[src/rtl/sensor_conditioner.sv]
// Input conditioning for the irrigation operation FSM: synchronises and debounces
// the raw field-sensor lines and keeps the time-of-day counter with its day-window flag.
module sensor_conditioner #(
    parameter int unsigned DEB_CYCLES     = 4,
    parameter int unsigned TICKS_PER_HOUR = 10,
    parameter int unsigned H_START        = 6,
    parameter int unsigned H_END          = 18
) (
    input  logic       Ck,
    input  logic       Clr,
    input  logic       En,
    input  logic       Load,
    input  logic [4:0] HourIn,
    input  logic       S5_raw,
    input  logic       S6_raw,
    input  logic       S7_raw,
    output logic       I5,
    output logic       I6,
    output logic       I7,
    output logic       H1,
    output logic [4:0] Hour,
    output logic       Chg
);

    localparam int unsigned TickW = (TICKS_PER_HOUR > 1) ? $clog2(TICKS_PER_HOUR) : 1;
    localparam logic [3:0]       DebLast  = 4'(DEB_CYCLES - 1);
    localparam logic [TickW-1:0] TickLast = TickW'(TICKS_PER_HOUR - 1);
    localparam logic [4:0]       HourLast = 5'd23;
    localparam logic [4:0]       WinStart = 5'(H_START);
    localparam logic [4:0]       WinEnd   = 5'(H_END);

    typedef enum logic {
        StNight,
        StDay
    } win_e;

    // ------------------------------------------------------------------
    // Two-flop synchronisers, one per channel (bit 0 = S5, 1 = S6, 2 = S7)
    // ------------------------------------------------------------------
    logic [2:0] raw;
    logic [2:0] sync1_q;
    logic [2:0] sync2_q;

    assign raw = {S7_raw, S6_raw, S5_raw};

    always_ff @(posedge Ck or negedge Clr) begin
        if (!Clr) begin
            sync1_q <= '0;
            sync2_q <= '0;
        end else begin
            sync1_q <= raw;
            sync2_q <= sync1_q;
        end
    end

    // ------------------------------------------------------------------
    // Debounce: output flips only after DEB_CYCLES consecutive disagreeing edges
    // ------------------------------------------------------------------
    logic [2:0] deb_q;
    logic [2:0] deb_d;
    logic [3:0] cnt_q [3];
    logic [3:0] cnt_d [3];
    logic       chg_q;
    logic       chg_d;

    always_comb begin
        deb_d = deb_q;
        for (int i = 0; i < 3; i++) begin
            cnt_d[i] = cnt_q[i];
            if (sync2_q[i] == deb_q[i]) begin
                cnt_d[i] = '0;
            end else if (cnt_q[i] == DebLast) begin
                deb_d[i] = sync2_q[i];
                cnt_d[i] = '0;
            end else begin
                cnt_d[i] = cnt_q[i] + 4'd1;
            end
        end
        // Registered alongside the flip so the pulse lines up with the new level.
        chg_d = |(deb_d ^ deb_q);
    end

    always_ff @(posedge Ck or negedge Clr) begin
        if (!Clr) begin
            deb_q <= '0;
            chg_q <= 1'b0;
            for (int i = 0; i < 3; i++) begin
                cnt_q[i] <= '0;
            end
        end else begin
            deb_q <= deb_d;
            chg_q <= chg_d;
            for (int i = 0; i < 3; i++) begin
                cnt_q[i] <= cnt_d[i];
            end
        end
    end

    // ------------------------------------------------------------------
    // Time-of-day counter
    // ------------------------------------------------------------------
    logic [TickW-1:0] tick_q;
    logic [TickW-1:0] tick_d;
    logic [4:0]       hour_q;
    logic [4:0]       hour_d;

    always_comb begin
        tick_d = tick_q;
        hour_d = hour_q;
        if (Load) begin
            // Out-of-range presets are dropped and also swallow that cycle's En.
            if (HourIn <= HourLast) begin
                hour_d = HourIn;
                tick_d = '0;
            end
        end else if (En) begin
            if (tick_q == TickLast) begin
                tick_d = '0;
                hour_d = (hour_q == HourLast) ? 5'd0 : hour_q + 5'd1;
            end else begin
                tick_d = tick_q + 1'b1;
            end
        end
    end

    always_ff @(posedge Ck or negedge Clr) begin
        if (!Clr) begin
            tick_q <= '0;
            hour_q <= '0;
        end else begin
            tick_q <= tick_d;
            hour_q <= hour_d;
        end
    end

    // ------------------------------------------------------------------
    // Day-window FSM, decided from the next hour so H1 moves with Hour
    // ------------------------------------------------------------------
    win_e win_q;
    win_e win_d;
    logic in_window;

    always_comb begin
        in_window = (hour_d >= WinStart) && (hour_d < WinEnd);
        win_d     = win_q;
        unique case (win_q)
            StNight: if (in_window)  win_d = StDay;
            StDay:   if (!in_window) win_d = StNight;
            default: win_d = StNight;
        endcase
    end

    always_ff @(posedge Ck or negedge Clr) begin
        if (!Clr) begin
            win_q <= StNight;
        end else begin
            win_q <= win_d;
        end
    end

    assign I5   = deb_q[0];
    assign I6   = deb_q[1];
    assign I7   = deb_q[2];
    assign Chg  = chg_q;
    assign Hour = hour_q;
    assign H1   = (win_q == StDay);

endmodule

[config.mk]
export PLATFORM = sky130hd
export DESIGN_NAME = sensor_conditioner
export DESIGN_NICKNAME = d
export VERILOG_FILES = /design/src/rtl/sensor_conditioner.sv
export SDC_FILE = /design/constraint.sdc
export NUM_CORES = 1
export LEC_CHECK = 0
export ABC_AREA = 1
export BUFFER_PORTS_ARGS = -buffer_cell sky130_fd_sc_hd__buf_2
export CAP_MARGIN = 20
export CORE_MARGIN = 2
export CORE_UTILIZATION = 28
export CTS_CLUSTER_SIZE = 20
export DETAILED_ROUTE_END_ITERATION = 8
export PLACE_DENSITY = 0.47
export RECOVER_POWER = 50
export SYNTH_ARGS = -nofsm -noshare
export SYNTH_HDL_FRONTEND = slang
export SYNTH_SLANG_ARGS = --single-unit
[constraint.sdc]
create_clock -name Ck -period 5.02 [get_ports Ck]
set_clock_uncertainty 0.2 [all_clocks]
set_input_delay 0.251 -clock Ck [delete_from_list [all_inputs] [get_ports Ck]]
set_output_delay 0.251 -clock Ck [all_outputs]
set_load 0.05 [all_outputs]
==> reports/results.ini, run 1 <==
[cells_and_area]
antenna_cells=0
synthToLayoutAreaGrowth_pct=21.77
drive_above_1_share=0.1850
nNetsFinal=217
final_cells=270
fillers=520
finish.instance_area_sq_mm=0.001854

[placed_design]
place.gp.congestion=0.8203
placed_area_sq_mm=0.001710
dp_cells=258
pre_cts_slack_ns=3.323
dp_hpwl_um=2052
placement.io_buffers=21

[timing]
finalMaxSlewViolations=33
period_share=0.4313
hold_violations=0
min_period_ns=2.165
worstMarginPinSlew_ns=1.736
rsz0062_at_grt=no
setup_slack_ns=2.855
setup_tns_ns=0
max_freq_mhz=461.8
relSlewSlack=-0.1575
setup_viol=0

[setup_path]
crit_path_start_kind=primary input
reg2reg_to=H1$_DFF_PN0_
crit_type=primary input to asynchronous set/reset pin
crit_path_end_kind=asynchronous set/reset pin
arrival_ns=2.03
rrSetupSlack_ns=3.30
worstPathRequired_ns=4.89
crit_buf_inv=2
path_cells=dlygate4sd3_1 -> clkbuf_1
worstReg2RegStart=tick_q[1]$_DFFE_PN0P_
critical_path.top_delay_family=buffers and inverters
r2r_cells=11
slowest_stage=clkbuf_1
slowest_delay_ns=1.24
worst-path-max-fanout=32

[global_routing]
antenna_found_initial=0
grt_start_max_net_pins=33
grt_pass1_vias=1141
grt_pass1_wl_um=5168
grt_use_total=0.1101
grt.overflow.total=0

[detailed_routing]
wl_per_cell_um=10.64
drc_errors=0
avgViaCountPerCell=4.259
dr.first_iter.drc_count=77
ant_nets=0
routed-via-count=1150
drt_wl_total_um=2873
first_pass_iters=4

[min_path]
min_to=Hour[0]$_DFF_PN0_
hold_depth=3
hp-start=HourIn[0]
min_path_type=primary input to flip-flop

[run_status]
violations=capacitance limit, slew limit
status=complete, but fails checks

[floorplanning]
rows=26
dieWidth_um=77.75
fp.dieH_um=77.75
start_util=0.2944
ios=22
core-area_sq_mm=0.005172
die_area_sq_mm=0.006044

[logic_synthesis]
synth_top_family_by_area=simple AND/OR/NAND/NOR gates
syn_area_sq_mm=0.001523
synth_cell_types=25
synth-compound-area-share=0.06820
yosys_warnings=0
synth-adder-area-share=0.04930
synth_seq_area_share=0.5259
synth_edf_count=0
postSynth.asyncResetShare=1.000
yosys_most_used_dff=dfrtp_1
synth-xor-area-share=0.06327
syn_nets=186
yosys-mux-area-fraction=0
syn_inst=168
yosys.area_share.simple=0.2309
ys_ff_latch=32
synth.avg_cell_area_sq_um=9.064

[clock_tree]
cts.htree.levels=2
cts.clk_slew.worst_paths_ns=0.06
clock_path_buffers=2
clock-root-buffer=clkbuf_8
postCtsSetupBuffers=0
cts_resized=0
numClockSinks=32
cts_buffers=5
cts_tree=done
clock_latency_ns=0.28

[power_and_ir_drop]
p_per_area_mw_per_mm2=453.2
power_leakage_nw=0.9357
vdd_drop_max_uv=128.4

[flow_run]
maxCapViolCount=1

-- final cells by class --
type	instances	area, sq um	area share
clock buffer	6	72.57	0.03914
clock inverter	2	35.03	0.01889
inverter	24	90.09	0.04858
multi-input combinational	111	626.9	0.3381
sequential	32	800.8	0.4318
tap	70	87.58	0.04723
timing repair buffer	25	141.4	0.07625
-- stage by stage --
stage	hold slack (ns)	power, mW	util
2_1_floorplan	-0.2446	0.5399	-
3_3_place_gp	0.1337	0.6029	0.3307
3_5_place_dp	0.1358	0.6021	0.3307
4_1_cts	0.01700	0.8587	0.3592
5_1_grt	0.08245	0.9027	0.3585
6_report	0.02207	0.8404	0.3585
-- how the worst max path moves through the flow --
stage	startpoint	to	cells past startpoint
finish	Clr	Hour[4]$_DFF_PN0_	2
floorplan	Hour[1]$_DFF_PN0_	H1$_DFF_PN0_	10
CTS	tick_q[1]$_DFFE_PN0P_	H1$_DFF_PN0_	11
detailed placement	tick_q[1]$_DFFE_PN0P_	H1$_DFF_PN0_	11
global route	Clr	Hour[4]$_DFF_PN0_	2
global placement	tick_q[1]$_DFFE_PN0P_	H1$_DFF_PN0_	11
-- cell families after synthesis --
kind of cell | count (synthesis)
compound gates | 18
xor+xnor | 11
fa+ha+maj | 6
buf+inv | 25
flops | 32
simple gates | 76
-- layout by cell type, fill, tap and decap left out, types with 2 or more instances in the layout --
cell type,Yosys,layout
o22ai_1,3,3
nand3_1,11,11
ha_1,6,6
clkbuf_8,0,5
dfrtp_1,32,32
dlygate4sd3_1,0,4
nand2_1,32,32
nand3_2,3,3
nand4_1,2,2
clkbuf_1,0,4
nor3_1,3,3
xor2_1,5,5
o21ai_1,3,3
or2_2,2,2
o21ai_0,5,5
a21oi_1,4,4
inv_1,22,22
nand2_2,4,4
nor2_1,17,17
xnor2_1,6,6
buf_2,1,18
-- routing by layer --
| layer | routed length (um) | track usage |
|---|---|---|
| met3 | 119 | 0.03140 |
| met4 | 36 | 0.05357 |
| met5 | 0 | 0 |
| met1 | 1410 | 0.1439 |
| met2 | 1307 | 0.1664 |
-- cell usage after synthesis, types with 2 or more instances --
cell type / number / area (sq um)
a21oi_1: 4 / 20.02
dfrtp_1: 32 / 800.8
ha_1: 6 / 75.07
inv_1: 22 / 82.58
nand2_1: 32 / 120.1
nand2_2: 4 / 25.02
nand3_1: 11 / 55.05
nand3_2: 3 / 30.03
nand4_1: 2 / 12.51
nor2_1: 17 / 63.81
nor3_1: 3 / 15.01
o21ai_0: 5 / 25.02
o21ai_1: 3 / 15.01
o22ai_1: 3 / 18.77
or2_2: 2 / 12.51
xnor2_1: 6 / 52.55
xor2_1: 5 / 43.79
-- flip-flops by register name, summed over array words and instances (netlist names) --
register  count
H1            1
tick_q        4
sync2_q       3
deb_q         3
cnt_q        12
sync1_q       3
Chg           1
Hour          5
-- repair_timing --
| action | 4_1_cts | 5_1_grt |
|---|---|---|
| endpoints found under the setup margin | 0 | 0 |
| hold buffers | 4 | 0 |
| hold endpoints to repair | 35 | 0 |
-- where the power goes --
| group | internal [mW] | total (mW) | leakage [nW] | switching, mW |
|---|---|---|---|---|
| registers | 0.310 | 0.352 | 0.407 | 0.0415 |
| logic | 0.0798 | 0.244 | 0.473 | 0.164 |
| clock network | 0.147 | 0.244 | 0.0552 | 0.0970 |
Power figures use the tool's default switching activity.
==> run 2: changes to the inputs <==
==> constraint.sdc (replaced) <==
create_clock -name Ck -period 2.1 [get_ports Ck]
set_clock_uncertainty 0.2 [all_clocks]
set_input_delay 0.105 -clock Ck [delete_from_list [all_inputs] [get_ports Ck]]
set_output_delay 0.105 -clock Ck [all_outputs]
set_load 0.05 [all_outputs]
==> run 2 against run 1 <==
Register-to-register slack got worse by 3.0 ns; sequential cell count did not move; via count is 1.5% higher; non-clock buffer count grew 5; routed wire length increased by 0.21%; critical path type is now primary input to flip-flop; hold slack improved by 0.029 ns; clock power up 100%; sequential share of layout area decreased by 0.86 points; die area unchanged; clock-buffer cell count up 1; the flow now finishes without violations; utilization increased by 0.73 points.
==> reports/results.ini, run 2 (synthesis gave the netlist of run 1 again) <==
[timing]
finalMaxSlewViolations=0  ; was 33
period_share=0.8370
setup_viol=0  ; unchanged
max_freq_mhz=569.0
relSlewSlack=0.4552  ; was -0.1575
hold_violations=0  ; unchanged
rsz0062_at_grt=no  ; unchanged
worstMarginPinSlew_ns=0.8172  ; was 1.736 ns
setup_tns_ns=0  ; unchanged
min_period_ns=1.758

[global_routing]
grt_use_total=0.1108  ; was 0.1101
grt.overflow.total=0  ; unchanged
use_met3=0.03488  ; was 0.03140
antenna_found_initial=0  ; unchanged
grt_start_max_net_pins=33  ; unchanged
grt_pass1_vias=1172  ; was 1141
grt_pass1_wl_um=5209  ; was 5168 um
globalRouteMet2Util=0.1784  ; was 0.1664
met1_usage=0.1358  ; was 0.1439
grt_busiest_layer=met2  ; unchanged

[setup_path]
arrival_ns=1.73  ; was 2.03 ns
crit_type=primary input to flip-flop  ; was primary input to asynchronous set/reset pin
worstPathRequired_ns=2.07  ; was 4.89 ns
worstReg2RegStart=Hour[4]$_DFF_PN0_  ; was tick_q[1]$_DFFE_PN0P_
startpoint=Load  ; was Clr
worst-path-max-fanout=8  ; was 32
critical_path.top_delay_family=buffers and inverters  ; unchanged
slowest_stage=dlygate4sd3_1  ; was clkbuf_1
slowest_delay_ns=0.58  ; was 1.24 ns
crit_path_end_kind=flip-flop  ; was asynchronous set/reset pin
path_cells=dlygate4sd3_1 -> buf_2 -> nand3_1 -> dlygate4sd3_1 -> nand2_2 -> clkinv_1 -> nand2_1 -> nand2_1  ; was dlygate4sd3_1 -> clkbuf_1
crit_path_start_kind=primary input  ; unchanged
crit_buf_inv=4  ; was 2

[clock_tree]
clock_latency_ns=0.28  ; about the same
clock-root-buffer=clkbuf_8  ; unchanged
numClockSinks=32  ; unchanged
cts.htree.levels=2  ; unchanged
cts.clk_slew.worst_paths_ns=0.07  ; was 0.06 ns
cts_tree=done  ; unchanged
holdBufCountCts=9  ; was 4
clock_path_buffers=2  ; unchanged
cts_resized=0  ; unchanged
postCtsSetupBuffers=0  ; unchanged
cts_buffers=5  ; unchanged

[run_status]
status=complete, no violations  ; was complete, but fails checks

[detailed_routing]
first_pass_iters=4  ; unchanged
ant_nets=0  ; unchanged
wl_per_cell_um=10.47  ; was 10.64 um
routed-via-count=1167  ; was 1150
drc_errors=0  ; unchanged
avgViaCountPerCell=4.244  ; was 4.259
drt_wl_total_um=2879  ; was 2873 um
dr.first_iter.drc_count=72  ; was 77

[cells_and_area]
largest_reg_flops=12  ; unchanged
antenna_cells=0  ; unchanged
nNetsFinal=222  ; was 217
mostFrequentLayoutCells=32 x dfrtp_1, 32 x nand2_1, 22 x inv_1  ; unchanged
synthToLayoutAreaGrowth_pct=24.24  ; was 21.77%
fin_util=0.3657  ; was 0.3585
drive_above_1_share=0.1854  ; was 0.1850
final_cells=275  ; was 270
regMostFlops=cnt_q  ; unchanged

[placed_design]
dp_cells=258  ; unchanged
dp_hpwl_um=2038  ; was 2052 um
place.gp.congestion=0.8203  ; unchanged
placement.io_buffers=21  ; unchanged

[power_and_ir_drop]
p_per_area_mw_per_mm2=1020  ; was 453.2 mW/mm^2
power_leakage_nw=0.9469  ; was 0.9357 nW
vdd_drop_max_uv=399.0  ; was 128.4 uV

[floorplanning]
core-area_sq_mm=0.005172  ; unchanged
ios=22  ; unchanged
die_area_sq_mm=0.006044  ; unchanged
dieWidth_um=77.75  ; unchanged
fp.dieH_um=77.75  ; unchanged
rows=26  ; unchanged
start_util=0.2944  ; unchanged

[min_path]
min_path_type=primary input to flip-flop  ; unchanged
hp-start=HourIn[2]  ; was HourIn[0]

[flow_run]
maxCapViolCount=0  ; was 1

[run 2: changes by cell type in the layout (fill, tap and decap cells not counted)]
cell | before | now
bufinv_16 | 1 | 0
clkbuf_1 | 4 | 3
clkbuf_2 | 0 | 1
clkbuf_8 | 5 | 6
clkinv_2 | 1 | 0
clkinvlp_4 | 0 | 1
dlygate4sd3_1 | 4 | 9
[run 2: stage by stage]
step           power (mW)  area, sq um  hold WS, ns  setup WS (ns)
5_1_grt             2.078         1892      0.08441         0.2272
2_1_floorplan       1.291         1523      -0.3906         0.2588
3_3_place_gp        1.441         1710      0.01620         0.4390
4_1_cts             1.971         1894      0.03918         0.3303
6_report            1.929         1892      0.05059         0.3424
3_5_place_dp        1.438         1710      0.01755         0.4134
[run 2: worst reg2reg max path, cell delays in order (launching register included)]
cell and delay [ns]:
dfrtp_1 0.42, inv_1 0.08, nand2_1 0.06, nand3_1 0.06, dlygate4sd3_1 0.58, nand2_2 0.09, clkinv_1 0.06, nand2_1 0.06
nand2_1 0.05
[run 2: cell type report]
cell class                 count  area (sq um)
tap                           70         87.58
timing repair buffer          30         192.7
fill                         522          3281
sequential                    32         800.8
inverter                      24         90.09
multi-input combinational    111         626.9
clock inverter                 1         7.507
clock buffer                   7         86.33
[run 2: final timing paths]
check                      slack (ns)              endpoint  depth (start not counted)
max                              0.34          H1$_DFF_PN0_                          8
min                              0.05     Hour[2]$_DFF_PN0_                          5
max reg2reg                      0.34          H1$_DFF_PN0_                          8
min reg2reg                      0.15  sync2_q[1]$_DFF_PN0_                          0
max in group asynchronous        0.94  sync2_q[2]$_DFF_PN0_                          2
min in group asynchronous        0.23    deb_q[0]$_DFF_PN0_                          2
[run 2: where the power goes]
part	total, mW	internal (mW)	leakage [nW]	switching (mW)
Sequential	0.842	0.742	0.407	0.0997
Clock	0.498	0.266	0.0445	0.232
Combinational	0.589	0.197	0.495	0.392
[run 2: metal layers]
| metal | up-vias | share of wire |
|---|---|---|
| li1 | 606 | - |
| met1 | 533 | 0.48 |
| met2 | 21 | 0.46 |
| met3 | 7 | 0.042 |
| met4 | 0 | 0.018 |
| met5 | - | 0 |
